## src/rtl/mixer_pkg.sv

```systemverilog
// Shared mode encodings and sequencer state constants for the mixer control path.
package mixer_pkg;

  localparam logic [1:0] MODE_EDIT = 2'd0;
  localparam logic [1:0] MODE_PLAY = 2'd1;
  localparam logic [1:0] MODE_RAW  = 2'd2;

  typedef enum logic [1:0] {
    Edit = MODE_EDIT,
    Play = MODE_PLAY,
    Raw  = MODE_RAW
  } sysmode_t;

  typedef logic [1:0] seq_state_t;

  localparam seq_state_t ST_STABLE   = 2'd0;
  localparam seq_state_t ST_FADE_OUT = 2'd1;
  localparam seq_state_t ST_SWAP     = 2'd2;
  localparam seq_state_t ST_FADE_IN  = 2'd3;

  // Resolves simultaneous requests: edit beats play beats raw.
  function automatic sysmode_t req_target(input logic set_edit, input logic set_play,
                                          input logic set_raw);
    if (set_edit) begin
      return Edit;
    end else if (set_play) begin
      return Play;
    end else if (set_raw) begin
      return Raw;
    end
    return Edit;
  endfunction

endpackage

```

## src/rtl/gain_ramp.sv

```systemverilog
// Saturating up/down master gain register; resets to full scale.
module gain_ramp #(
  parameter int unsigned GAIN_W    = 8,
  parameter int unsigned GAIN_STEP = 16
) (
  input  logic              clk,
  input  logic              rst,
  input  logic              up,
  input  logic              down,
  input  logic              load_max,
  input  logic              load_zero,
  output logic [GAIN_W-1:0] gain
);

  localparam logic [GAIN_W:0] StepW = (GAIN_W+1)'(GAIN_STEP);
  localparam logic [GAIN_W:0] MaxW  = {1'b0, {GAIN_W{1'b1}}};

  logic [GAIN_W-1:0] gain_q, gain_d;
  logic [GAIN_W:0]   wide;

  // One extra bit of headroom so the saturation compares never wrap.
  always_comb begin
    gain_d = gain_q;
    wide   = {1'b0, gain_q};
    if (load_max) begin
      gain_d = '1;
    end else if (load_zero) begin
      gain_d = '0;
    end else if (down) begin
      gain_d = (wide <= StepW) ? '0 : GAIN_W'(wide - StepW);
    end else if (up) begin
      gain_d = ((wide + StepW) >= MaxW) ? '1 : GAIN_W'(wide + StepW);
    end
  end

  always_ff @(posedge clk) begin
    if (rst) begin
      gain_q <= '1;
    end else begin
      gain_q <= gain_d;
    end
  end

  assign gain = gain_q;

endmodule

```

## src/rtl/mode_sequencer.sv

```systemverilog
// Mixer mode sequencer with per-channel mute/select editing.
// Define MODE_SEQ_FADE_EN to fade gain out/in around each mode change.
module mode_sequencer
  import mixer_pkg::*;
#(
  parameter int unsigned NUM_CH    = 4,
  parameter int unsigned GAIN_W    = 8,
  parameter int unsigned GAIN_STEP = 16
) (
  input  logic                      clk,
  input  logic                      rst,
  input  logic                      set_edit,
  input  logic                      set_play,
  input  logic                      set_raw,
  input  logic                      ch_next,
  input  logic                      ch_mute_tgl,
  output logic [1:0]                mode,
  output logic                      busy,
  output logic [GAIN_W-1:0]         gain,
  output logic [$clog2(NUM_CH)-1:0] sel_ch,
  output logic [NUM_CH-1:0]         mute
);

  localparam int unsigned SelW = $clog2(NUM_CH);

  sysmode_t          mode_q, mode_d;
  logic [SelW-1:0]   sel_q, sel_d;
  logic [NUM_CH-1:0] mute_q, mute_d;
  logic              req;
  sysmode_t          target;
  logic              chan_en;

  assign req    = set_edit | set_play | set_raw;
  assign target = req_target(set_edit, set_play, set_raw);

`ifdef MODE_SEQ_FADE_EN
  seq_state_t state_q, state_d;
  sysmode_t   tgt_q, tgt_d;
  logic       ramp_up, ramp_down;

  gain_ramp #(
    .GAIN_W    (GAIN_W),
    .GAIN_STEP (GAIN_STEP)
  ) u_gain_ramp (
    .clk       (clk),
    .rst       (rst),
    .up        (ramp_up),
    .down      (ramp_down),
    .load_max  (1'b0),
    .load_zero (1'b0),
    .gain      (gain)
  );

  always_comb begin
    state_d   = state_q;
    tgt_d     = tgt_q;
    mode_d    = mode_q;
    ramp_up   = 1'b0;
    ramp_down = 1'b0;
    case (state_q)
      ST_STABLE: begin
        if (req && target != mode_q) begin
          tgt_d     = target;
          state_d   = ST_FADE_OUT;
          ramp_down = 1'b1;
        end
      end
      ST_FADE_OUT: begin
        // Re-requesting the current mode backs out of the fade without swapping.
        if (req && target == mode_q) begin
          state_d = ST_FADE_IN;
          ramp_up = 1'b1;
        end else begin
          if (req) begin
            tgt_d = target;
          end
          if (gain == '0) begin
            state_d = ST_SWAP;
            mode_d  = req ? target : tgt_q;
          end else begin
            ramp_down = 1'b1;
          end
        end
      end
      ST_SWAP: begin
        state_d = ST_FADE_IN;
        ramp_up = 1'b1;
      end
      default: begin
        if (gain == '1) begin
          state_d = ST_STABLE;
        end else begin
          ramp_up = 1'b1;
        end
      end
    endcase
  end

  always_ff @(posedge clk) begin
    if (rst) begin
      state_q <= ST_STABLE;
      tgt_q   <= Edit;
    end else begin
      state_q <= state_d;
      tgt_q   <= tgt_d;
    end
  end

  assign busy    = (state_q != ST_STABLE);
  assign chan_en = (state_q == ST_STABLE) && (mode_q == Edit);
`else
  always_comb begin
    mode_d = mode_q;
    if (req && target != mode_q) begin
      mode_d = target;
    end
  end

  assign busy    = 1'b0;
  assign gain    = '1;
  assign chan_en = (mode_q == Edit);
`endif

  // Toggle uses the pre-advance selection when both ops coincide.
  always_comb begin
    sel_d  = sel_q;
    mute_d = mute_q;
    if (chan_en) begin
      if (ch_mute_tgl) begin
        mute_d[sel_q] = ~mute_q[sel_q];
      end
      if (ch_next) begin
        sel_d = (sel_q == SelW'(NUM_CH - 1)) ? '0 : sel_q + 1'b1;
      end
    end
  end

  always_ff @(posedge clk) begin
    if (rst) begin
      mode_q <= Edit;
      sel_q  <= '0;
      mute_q <= '0;
    end else begin
      mode_q <= mode_d;
      sel_q  <= sel_d;
      mute_q <= mute_d;
    end
  end

  assign mode   = mode_q;
  assign sel_ch = sel_q;
  assign mute   = mute_q;

endmodule

```

## config.mk

```make
export PLATFORM = sky130hd
export DESIGN_NAME = mode_sequencer
export DESIGN_NICKNAME = d
export VERILOG_FILES = /design/src/rtl/mixer_pkg.sv /design/src/rtl/gain_ramp.sv /design/src/rtl/mode_sequencer.sv
export SDC_FILE = /design/constraint.sdc
export NUM_CORES = 1
export LEC_CHECK = 0
export BUFFER_PORTS_ARGS = -buffer_cell sky130_fd_sc_hd__buf_2
export CORE_AREA = 3 3 40 42
export DETAILED_ROUTE_END_ITERATION = 12
export DIE_AREA = 0 0 43 45
export PLACE_DENSITY_LB_ADDON = 0.25
export SKIP_LAST_GASP = 1
export SLEW_MARGIN = 20
export SYNTH_ARGS = -nofsm -noshare
export SYNTH_HDL_FRONTEND = slang
export SYNTH_SLANG_ARGS = --single-unit
```

## constraint.sdc

```tcl
create_clock -name clk -period 1.45 [get_ports clk]
set_input_delay 0 -clock clk [delete_from_list [all_inputs] [get_ports clk]]
set_output_delay 0 -clock clk [all_outputs]
set_load 0.005 [all_outputs]
```

==> metrics.md <==
| Metric | Value |
|---|---|
| Status | completed |
| Critical Path Sink | mode[1]$_SDFFE_PP0P_ |
| Area of the multi-input gates | 233 um2 |
| Post-synthesis instance total | 47 |
| # IOs | 24 |
| Die H | 45 um |
| Data arrival time of the worst path | 1480 ps |
| Fin. Hold Viols | 0 |
| Post-synth EDFFs | 0 |
| Die width | 43 um |
| Setup crit end kind | flop |
| Hpwl dp | 628 um |
| Main synth FF type | dfxtp_1 |
| Area leader, netlist | dfxtp_1 |
| Root buf cell | clkbuf_4 |
| Port bufs | 14 |
| # setup viols final | 0 |
| # DRC | 0 |
| Period utilization | 0.880 |
| Fmax | 783 MHz |
| H-tree depth | 1 |
| Layout cell share with drive strength beyond 1 | 0.323 |
| Clock Power Share | 0.331 |
| Worst-path cell chain | dlygate4sd3_1 > buf_2 > nor4_1 > dlygate4sd3_1 |
| Via density | 4.51 |
| Slowest cell delay on critical path | 580 ps |
| XOR/XNOR Fraction of Synth Area | 0 |
| Final WL | 815 um |
| Maximum vdd ir drop | 0.000594 V |
| Mux cell area share after synthesis | 0.0947 |
| Slew Limit Fails | 0 |
| Synth Warn # | 0 |
| Worst Path Required | 1650 ps |
| Clk pin slew, worst setup/hold paths | 50 ps |
| Combinational Power Share | 0.198 |
| Final antenna-violating net count | 0 |
| Post-route cell area | 551 um2 |
| DR WL/cell | 10.2 um |
| TritonCTS Buffers | 3 |
| Number of library cell types mapped by synthesis | 15 |
| Internal Power | 381 uW |
| Most frequent cell after synthesis | buf_4 |
| Largest family of logic cells by synthesized area | buffers and inverters |
| GRT overflow | 0 |
| Sequential power share | 0.471 |
| Reg-to-reg critical path startpoint | sel_ch[0]$_SDFFE_PP0P_ |
| Drt first pass iters | 2 |
| Hold crit path type | in2reg |
| Skew-Pair Late Insertion Delay | 260 ps |
| Top cells by area, synth | dfxtp_1 (36%), buf_4 (15%), ha_1 (11%), a311oi_1 (7.8%), a21oi_1 (5.6%) |
| Pleak | 0.000273 uW |
| Complex-gate fraction of the synthesized area | 0.134 |
| Syn avg cell area | 9.56 um2 |
| Post-synthesis simple-gate area fraction | 0.103 |
| Clock Tree Buf Depth | 2 |
| Core area | 0.00128 mm2 |
| CP max stage cell | dlygate4sd3_1 |
| CP Launch Point | set_edit |
| DRT iter0 DRCs | 11 |
| Synthesis-to-layout area growth | 22.6% |
| Overall Global Routing Usage | 0.0921 |
| Yosys top cell area share | 0.357 |
| Clock Skew | 1.99 ps |
| Vias in the first global route | 302 |
| CP startpoint kind | primary input |
| Most used cell, CP | dlygate4sd3_1 |
| Initial antenna violation count | 0 |
| CTS tree | yes |
| Fillers | 134 |
| Std-Cell Rows | 13 |
| Sequential share of the synthesized area | 0.357 |
| Flops & latches, synth | 8 |
| Worst R2R Setup Slack | 190 ps |
| RePlAce Congestion | 0.763 |
| Post-cts repair resize count | 0 |
| Setup Total Neg Slack | 0 ps |
| Nets@finish | 78 |
| Via count | 361 |
| CP Class | in2reg |
| CP Max Fanout | 2 |
| Cell area after synthesis | 449 um2 |
| Initial Utilization | 0.350 |
| R2R depth | 2 |
| Largest net degree at the start of global routing | 9 |
| Max-cap violations | 0 |
| Post-synth top cells | buf_4 (9), dfxtp_1 (8), a21oi_1 (5) |
| Sw frac | 0.271 |
| CTS Sinks | 8 |
| Post-DP Area | 508 um2 |
| R2r endpoint | mute[3]$_SDFFE_PP0P_ |
| Unrepaired setup endpoints after global routing | no |
| First-pass GRT wire length | 1250 um |
| Reg area | 160 um2 |
| Ant diodes | 0 |
| Worst Hold Depth | 2 |
| Crit path time final | 1280 ps |
| Sw Pwr | 141 uW |
| Adder-Cell Fraction of Synth Area | 0.111 |
| Ys async rst share | 0 |
| Die area | 0.00194 mm2 |
| Pwr Density | 949 mW/mm2 |
## routing by layer
| layer | share of wire | vias up | track usage |
|---|---|---|---|
| met5 | 0 | - | 0 |
| met4 | 0.0049 | 0 | 0.0181 |
| met3 | 0.14 | 2 | 0.0757 |
| met2 | 0.42 | 20 | 0.135 |
| met1 | 0.43 | 156 | 0.105 |
| li1 | - | 183 | - |
## metrics by stage
step | hold WS (ps) | util | power [uW] | setup WS, ps | instances
finish | 14.3 | 0.428 | 522 | 173 | 80
CTS | 16.9 | 0.428 | 527 | 187 | 80
global placement | 185 | 0.395 | 351 | 232 | 75
detailed placement | 184 | 0.395 | 351 | 209 | 75
floorplan | 78.1 | - | 329 | 133 | 54
global route | 24.4 | 0.428 | 555 | 96.3 | 80
## final cells by class
type	instances	area share
clock buffer	3	0.0409
sequential	8	0.291
inverter	3	0.0205
timing repair buffer	18	0.191
multi-input combinational	33	0.423
tap	15	0.0341
## cells by family after synthesis
| kind of cell | after synthesis |
|---|---|
| DFF | 8 |
| other | 2 |
| adders and majority gates | 4 |
| buffers and inverters | 13 |
| muxes | 3 |
| AOI/OAI and AO/OA | 9 |
| and+or+nand+nor | 8 |
## timing repair
action	in CTS	in global routing
hold buffers	2	0
endpoints found under the hold margin	2	0
setup buffers	0	0
## cells in the final DEF (no fill, tap or decap), drive strengths merged, types with 3 or more instances in the layout
master	netlist	final
inv	3	3
nor2	4	4
a311oi	4	4
buf	9	16
conb	2	9
clkbuf	1	3
ha	4	4
dfxtp	8	8
a21oi	5	5
## power groups by stage
stage | clock (uW) | sequential (uW) | combinational [uW]
6_report | 173 | 246 | 103
5_1_grt | 190 | 248 | 117
4_1_cts | 177 | 246 | 104
3_5_place_dp | 0 | 251 | 100
3_3_place_gp | 0 | 251 | 99.6
2_1_floorplan | 0 | 254 | 74.8
## worst max-delay path: cells and delay by family
family	cells	cell delay (ps)
AND/OR/NAND/NOR	1	240
buffers and inverters	3	1230
## worst min path at each step
| stage | startpoint | to | slack [ps] |
|---|---|---|---|
| floorplan | set_play | mode[1]$_SDFFE_PP0P_ | 80 |
| global placement | set_play | mode[1]$_SDFFE_PP0P_ | 190 |
| detailed placement | set_edit | mode[1]$_SDFFE_PP0P_ | 180 |
| CTS | rst | mute[1]$_SDFFE_PP0P_ | 20 |
| global route | rst | mute[0]$_SDFFE_PP0P_ | 20 |
| finish | rst | mute[1]$_SDFFE_PP0P_ | 10 |
## state kept, by name, indices dropped and copies added, names as in the netlist
signal / count
mode: 2
sel_ch: 2
mute: 4
Power figures use the tool's default switching activity.
